<file path="config.mk">
export PLATFORM = sky130hd
export DESIGN_NAME = store_lane_sequencer
export DESIGN_NICKNAME = d
export VERILOG_FILES = /design/src/rtl/store_lane_sequencer.sv
export SDC_FILE = /design/constraint.sdc
export NUM_CORES = 1
export LEC_CHECK = 0
export CAP_MARGIN = 15
export CORE_MARGIN = 1.5
export CORE_UTILIZATION = 40
export DETAILED_ROUTE_END_ITERATION = 10
export PLACE_DENSITY_LB_ADDON = 0.12
export RECOVER_POWER = 100
export SYNTH_ARGS = -nofsm -noshare
export SYNTH_HDL_FRONTEND = slang
export SYNTH_SLANG_ARGS = --single-unit
</file>
<file path="constraint.sdc">
create_clock -name clk -period 4.4 [get_ports clk]
set_clock_uncertainty 0.2 [all_clocks]
set_input_delay 1.32 -clock clk [delete_from_list [all_inputs] [get_ports clk]]
set_output_delay 1.32 -clock clk [all_outputs]
set_load 0.005 [all_outputs]
</file>
<file path="src/rtl/store_lane_sequencer.sv">
// Store lane sequencer: places right-aligned store data into byte lanes of a
// DATA_W memory port, splitting lane-crossing stores into two beats.
// Ports: clk/reset; req_* (valid/ready store request: addr, size, wdata);
// mem_* (valid/ready beat: addr, wdata, be); err (reject pulse).
module store_lane_sequencer #(
  parameter int DATA_W           = 32,
  parameter int ALLOW_MISALIGNED = 1
) (
  input  logic                clk,
  input  logic                reset,
  input  logic                req_valid,
  output logic                req_ready,
  input  logic [31:0]         req_addr,
  input  logic [1:0]          req_size,
  input  logic [DATA_W-1:0]   req_wdata,
  output logic                mem_valid,
  input  logic                mem_ready,
  output logic [31:0]         mem_addr,
  output logic [DATA_W-1:0]   mem_wdata,
  output logic [DATA_W/8-1:0] mem_be,
  output logic                err
);

  localparam int NB   = DATA_W / 8;
  localparam int OFFW = $clog2(NB);

  typedef enum logic [1:0] {
    IDLE, BEAT0, BEAT1, ERR
  } state_t;

  state_t state_q, state_d;

  logic [31:0]       addr_q;
  logic [1:0]        size_q;
  logic [DATA_W-1:0] wdata_q;

  function automatic logic [4:0] len_of(
    input logic [1:0] s
  );
    unique case (s)
      2'b00:   len_of = 5'd1;
      2'b01:   len_of = 5'd2;
      2'b10:   len_of = 5'd4;
      default: len_of = 5'd8;
    endcase
  endfunction

  // Legality is judged on the live inputs so the
  // IDLE decision needs no extra cycle.
  logic [OFFW-1:0] in_off;
  logic            in_cross;
  logic            in_illegal;
  logic            accept;

  assign in_off   = req_addr[OFFW-1:0];
  assign in_cross = (5'(in_off) + len_of(req_size))
                    > 5'(NB);
  assign in_illegal =
    (in_cross && (ALLOW_MISALIGNED == 0)) ||
    ((req_size == 2'b11) && (DATA_W == 32));
  assign accept = (state_q == IDLE) && req_valid;

  logic [OFFW-1:0]   off;
  logic              cross_q;
  logic [2*NB-1:0]   lmask;
  logic [2*NB-1:0]   mask;
  logic [OFFW+2:0]   sh0;
  logic [OFFW+3:0]   sh1;
  logic [31:0]       base;

  assign off     = addr_q[OFFW-1:0];
  assign cross_q = (5'(off) + len_of(size_q)) > 5'(NB);

  always_comb begin
    lmask = '0;
    unique case (size_q)
      2'b00:   lmask = (2*NB)'(16'h0001);
      2'b01:   lmask = (2*NB)'(16'h0003);
      2'b10:   lmask = (2*NB)'(16'h000F);
      default: lmask = (2*NB)'(16'h00FF);
    endcase
  end

  // Mask spans two beats; low half is BEAT0.
  assign mask = lmask << off;
  assign sh0  = {off, 3'b000};
  assign sh1  = (OFFW+4)'(NB*8) - {1'b0, off, 3'b000};
  assign base = {addr_q[31:OFFW], {OFFW{1'b0}}};

  always_ff @(posedge clk or posedge reset) begin
    if (reset) state_q <= IDLE;
    else       state_q <= state_d;
  end

  always_ff @(posedge clk or posedge reset) begin
    if (reset) begin
      addr_q  <= '0;
      size_q  <= '0;
      wdata_q <= '0;
    end else if (accept) begin
      addr_q  <= req_addr;
      size_q  <= req_size;
      wdata_q <= req_wdata;
    end
  end

  always_comb begin
    state_d = state_q;
    unique case (state_q)
      IDLE:
        if (req_valid)
          state_d = in_illegal ? ERR : BEAT0;
      BEAT0:
        if (mem_ready)
          state_d = cross_q ? BEAT1 : IDLE;
      BEAT1:
        if (mem_ready) state_d = IDLE;
      ERR:
        state_d = IDLE;
      default:
        state_d = IDLE;
    endcase
  end

  always_comb begin
    mem_valid = 1'b0;
    mem_addr  = '0;
    mem_be    = '0;
    mem_wdata = '0;
    err       = 1'b0;
    unique case (state_q)
      BEAT0: begin
        mem_valid = 1'b1;
        mem_addr  = base;
        mem_be    = mask[NB-1:0];
        mem_wdata = wdata_q << sh0;
      end
      BEAT1: begin
        mem_valid = 1'b1;
        mem_addr  = base + 32'(NB);
        mem_be    = mask[2*NB-1:NB];
        mem_wdata = wdata_q >> sh1;
      end
      ERR:
        err = 1'b1;
      default: ;
    endcase
  end

  // Held low while reset is asserted, even though
  // the FSM already sits in IDLE.
  assign req_ready = (state_q == IDLE) && !reset;

endmodule

</file>
==> results of run 1 <==
state kept, by name (all words and copies together), names as in the netlist:
signal and cells:
wdata_q 32, size_q 2, state_q 2, addr_q 32
critical path, stage by stage, from the launching register on:
cell and delay, ps:
dfrtp_1 440, inv_1 130, ha_1 170, buf_4 320
clkinvlp_4 220, buf_4 180, o21ai_0 80, nand2_1 70
a21boi_0 220, clkdlybuf4s50_1 540
metrics by stage:
stage	total power [mW]	hold slack [ps]	worst slack (ps)	setup TNS [ps]
floorplan	3.07	300	646	0
global placement	4.13	325	331	0
detailed placement	4.21	335	210	0
CTS	5.05	350	60.6	0
global route	5.47	365	-38.7	-59.1
finish	5.11	360	152	0
worst min-delay path by stage:
stage	startpoint	end	slack (ps)	depth (start not counted)
after floorplan	state_q[1]	state_q[1]	300	2
after global placement	state_q[1]	state_q[1]	330	2
after detailed placement	addr_q[16]	addr_q[16]	340	1
after CTS	addr_q[16]	addr_q[16]	350	1
after global routing	addr_q[16]	addr_q[16]	370	1
final	addr_q[16]	addr_q[16]	360	1
cell type report:
type	instances	area, µm²	area share (%)
inverters	17	71.3	1.04
clock buffers	11	243	3.54
flip-flops and latches	68	1700	24.8
clock inverters	5	85.1	1.24
multi-input cells	389	3020	44.0
repair buffers	162	1550	22.6
well taps	147	184	2.68
report_power, final:
group	internal (mW)	total (mW)	switching [mW]
clock network	0.514	0.802	0.288
registers	0.948	1.39	0.444
logic	1.58	2.91	1.33
total	3.05	5.11	2.06
routing by layer:
layer	wire length [µm]	GRT usage [%]	vias up
met2	6840	35.7	219
met3	1070	5.21	21
li1	-	-	2213
met4	289	8.50	0
met5	0	0	-
met1	6660	31.5	2310
cell families (layout without fill, tap and decap cells):
logic type               Yosys count  after routing  share of synthesized area (%)
other                              1              2                         0.0764
AO/OA/AOI/OAI                    153            153                           22.1
AND/OR/NAND/NOR                  136            136                           15.3
buffers and inverters             59            195                           5.04
adder cells (fa/ha/maj)           10             10                           2.70
flip-flops                        68             68                           34.6
multiplexers                      88             88                           20.1
layout by cell type, fill, tap and decap left out, drive strengths merged, types with 8 or more instances in the layout:
master and instances:
buf 20, a222oi 8, a21oi 9, dfrtp 68
ha 9, nor2 13, a22oi 24, and2 8
o31ai 8, clkdlybuf4s50 135, nand2 40, o21ai 39
a21boi 12, nor2b 28, inv 13, clkbuf 15
mux2 83, nand3 15, a22o 13
timing repair:
action                     4_1_cts  5_1_grt
setup buffers                    2        3
pin swaps                        0        1
gates resized for setup          3       13
setup endpoints to repair       15       32
==> metrics.txt, run 1 <==
failing checks=capacitance limit, slew limit; RR Endpoint=size_q[1]; DR DRC count=0; clk buf depth=2; Nets=727; Rel. slew slack=-15.9%; synth cell count leaders=83 x mux2_2, 68 x dfrtp_1, 39 x o21ai_0, 38 x nand2_1, 28 x nor2b_1; critical path type=flop to output pin; clock sink total=68; Final Util=57.1%; Chip Width=114 µm; CTS tree=done; peak supply drop=0.000412 V; Leak Pwr=2.63 nW; Core Region=0.0120 mm²; Main synth FF type=dfrtp_1; Die ar.=0.0130 mm²; max-slew violation count=69; share of cells above drive strength 1=21.5%; global-route wire length before repair=23400 µm; via/cell ratio=5.96; Distinct cells, synth=56; ANT nets after route=0; Final Hold Viols=0; Worst EP required=2880 ps; Worst-Skew Late Latency=340 ps; Area growth syn-to-layout=39.6%; synthesized cell area=0.00491 mm²; GRT Util Overall=23.0%; hold buffer count at CTS=0; post-synthesis sequential area ratio=34.6%; reg2reg path depth=5; syn_area_per_cell=9.54 µm²; dominant cells by area after synthesis=dfrtp_1 35%, mux2_2 19%, o21ai_0 4.0%; CP Data Arrival Time=2730 ps; DR vias=4763; power per cell area=745 mW/mm²; Synthesis Warnings=0; HPWL after DPL=10100 µm; post-route minimum period=4250 ps; Worst Hold Class=flop to flop; Max-Cap Viols=1; CTS root buf=clkbuf_16; vias in the first global route=4538; number of core rows=40; Critical path origin=state_q[1]; htree depth=3; Chip Height=114 µm; DR WL/cell=18.6 µm; placed cell areas=0.00645 mm²; number of CTS-inserted buffers=9; top-count cell post-synth=mux2_2; Initial Utilization=40.9%; final period utilization=96.6%; Fillers=1057; Final setup viols=0; Initial DRC Count=337; Fmax achieved=235 MHz; Synth area leader=dfrtp_1; final instance area=0.00686 mm²; diode count=0; status=complete, but fails checks; Placed Cells incl. Taps=778; Yosys reg bits=68; port bufs=138; number of flops mapped to enable cells by yosys=0; Synth Instances=515; R2R Setup Slk=1530 ps; ys async rst share=100%; Critical Path End=mem_addr[9]; top cell type's share of synthesized area=34.6%; Layout Cells excl Fill=799; Critical R2R Launch=state_q[1]; Least-Margin Pin Slew=1740 ps; largest net degree at the start of global routing=69; clock transition at the registers of the reported paths=60 ps; Top Ports=141; antenna violations before repair=0; Pre-antenna DRT Iters=7; GRT Residual Overflow=0; critical path fanouts, max=28; gpl congestion=0.807; CP endpoint kind=output pin; CP Launch Type=flop; DRT Wirelength=14900 µm
Note: power is estimated with default switching activity, not from simulation.
==> inputs of run 2 (changes only) <==
HOLD_SLACK_MARGIN = 0.1   (was default)
clock period = 5.2 ns   (was 4.4 ns; I/O delays follow)
==> run 2 against run 1 <==
  * The flow still finishes with violations (capacitance limit, slew limit)
  * First-iteration DRC count down 15%
  * Count of clock-buffer cells in the layout unchanged
  * Via count down 2.3%
  * Power down 20%
  * Critical path depth down 3
  * Register-to-register slack better by 800 ps
  * Non-clock buffer count down 9
  * Die area unchanged
  * Combinational power down 20%
  * Critical path type unchanged
  * Largest power group unchanged
==> metrics.txt, run 2 (synthesis results as in run 1) <==
Max-Cap Viols=1 (unchanged); Pwr Total=4.07 mW (-20%); port bufs=138 (unchanged); hold buffer count at CTS=0 (unchanged); share of cells above drive strength 1=18.7% (-2.8 points); antenna violations before repair=0 (unchanged); clock sink total=68 (unchanged); htree depth=3 (unchanged); RSZ-0062 raised after global routing=no; largest registers=addr_q x32, wdata_q x32; Worst EP required=3440 ps (+560 ps); commonest cells after routing, fill and taps aside=83 x mux2_2, 83 x clkdlybuf4s50_1, 68 x dfrtp_1, 55 x dlygate4sd3_1, 39 x o21ai_0; CTS tree=done; vias in the first global route=4537 (-0.022%); top cell family by delay on the critical path=buffers and inverters; CP Data Arrival Time=3250 ps (+520 ps); number of core rows=40 (unchanged); DR vias=4655 (-2.3%); Chip Width=114 µm (unchanged); R2R Setup Slk=2330 ps (+800 ps); Worst Hold Class=flop to flop; CTS root buf=clkbuf_16; Area growth syn-to-layout=36.1%; global-route wire length before repair=23200 µm (-1.0%); critical path type=flop to output pin; CP max stage delay=720 ps (+180 ps); diode count=0 (unchanged); HP Start=addr_q[16]; clk buf depth=2 (unchanged); worst path bufs/invs=2 (-3); Die ar.=0.0130 mm² (unchanged); Initial Utilization=40.9% (unchanged); DRT Wirelength=14500 µm (-2.3%); Worst-Skew Late Latency=340 ps (about the same); setup_tns=0 ps (unchanged); HPWL after DPL=10100 µm (about the same); gpl congestion=0.864 (+7.0%); Top Ports=141 (unchanged); Chip Height=114 µm (unchanged); Pre-antenna DRT Iters=5 (-2); DR DRC count=0 (unchanged); number of CTS-inserted buffers=9 (unchanged); post-route minimum period=5010 ps; Final Hold Viols=0 (unchanged); CP Launch Type=flop; Core Region=0.0120 mm² (unchanged); placed cell areas=0.00642 mm² (-0.47%); Fillers=1097 (+3.8%); post_cts resized=0 (-3); final period utilization=96.3%; max-slew violation count=67 (-2.9%); Critical R2R Launch=state_q[0]; CP endpoint kind=output pin; Nets=718 (-1.2%); ANT nets after route=0 (unchanged); cells along the critical path=inv_1, ha_1, and2_0, o311ai_0, o41ai_1, dlygate4sd3_1; status=complete, but fails checks; critical path fanouts, max=21 (-25%); Critical-path top delay cell=and2_0; GRT Util Overall=22.8% (-0.21 points); clock transition at the registers of the reported paths=60 ps (about the same); power per cell area=610 mW/mm² (-18%); # Post-CTS Setup Buffers=0 (-2); Initial DRC Count=287 (-15%); failing checks=capacitance limit, slew limit; peak supply drop=0.000270 V (-34%); Least-Margin Pin Slew=1730 ps (-6.86 ps); Final Util=55.6% (-1.5 points); DR WL/cell=18.4 µm (-1.1%); Final setup viols=0 (unchanged); Rel. slew slack=-15.5% (+0.46 points); via/cell ratio=5.89 (-1.2%); final instance area=0.00668 mm² (-2.6%); largest net degree at the start of global routing=67 (-2.9%); GRT Residual Overflow=0 (unchanged); Critical path origin=state_q[1]; Leak Pwr=2.71 nW (+3.1%); Fmax achieved=200 MHz
run 2: metal layers:
layer  GRT usage [%]  routed length, µm  share of wire, %  vias to the layer above
li1                -                  -                 -                     2185
met1            31.2               6440                44                     2267
met2            35.3               6840                47                      187
met3            5.53               1030               7.1                       16
met4            8.00                211               1.5                        0
met5               0                  0                 0                        -
run 2: final cells by class:
| cell class | count | area [µm²] | share of cell area (%) |
|---|---|---|---|
| timing repair buffer | 153 | 1480 | 22.2 |
| multi-input combinational | 389 | 2970 | 44.5 |
| inverter | 17 | 63.8 | 0.955 |
| clock buffer | 11 | 243 | 3.63 |
| tap | 147 | 184 | 2.75 |
| sequential | 68 | 1700 | 25.5 |
| clock inverter | 5 | 37.5 | 0.562 |
run 2: worst paths after layout:
| check | endpoint | cells past startpoint |
|---|---|---|
| min | addr_q[16] | 1 |
| max in group asynchronous | wdata_q[26] | 3 |
| max reg2reg | addr_q[28] | 5 |
| max | mem_addr[21] | 6 |
| min in group asynchronous | state_q[1] | 2 |
| min reg2reg | addr_q[16] | 1 |
run 2: where the power goes:
group / internal [mW] / total [mW] / switching, mW
sequential: 0.801 / 1.18 / 0.375
combinational: 1.24 / 2.32 / 1.08
clock: 0.336 / 0.579 / 0.242
run 2: metrics by stage:
stage | setup slack, ps | hold WS (ps) | instances
after floorplan | 1210 | 300 | 516
after global placement | 707 | 328 | 774
after detailed placement | 531 | 339 | 774
after CTS | 162 | 354 | 790
after global routing | 55.2 | 371 | 790
final | 192 | 356 | 790
==> inputs of run 3 (changes only) <==
CAP_MARGIN = default   (was 15)
==> results of run 3 <==
Final layout, timing and power as in run 2 (identical DEF).
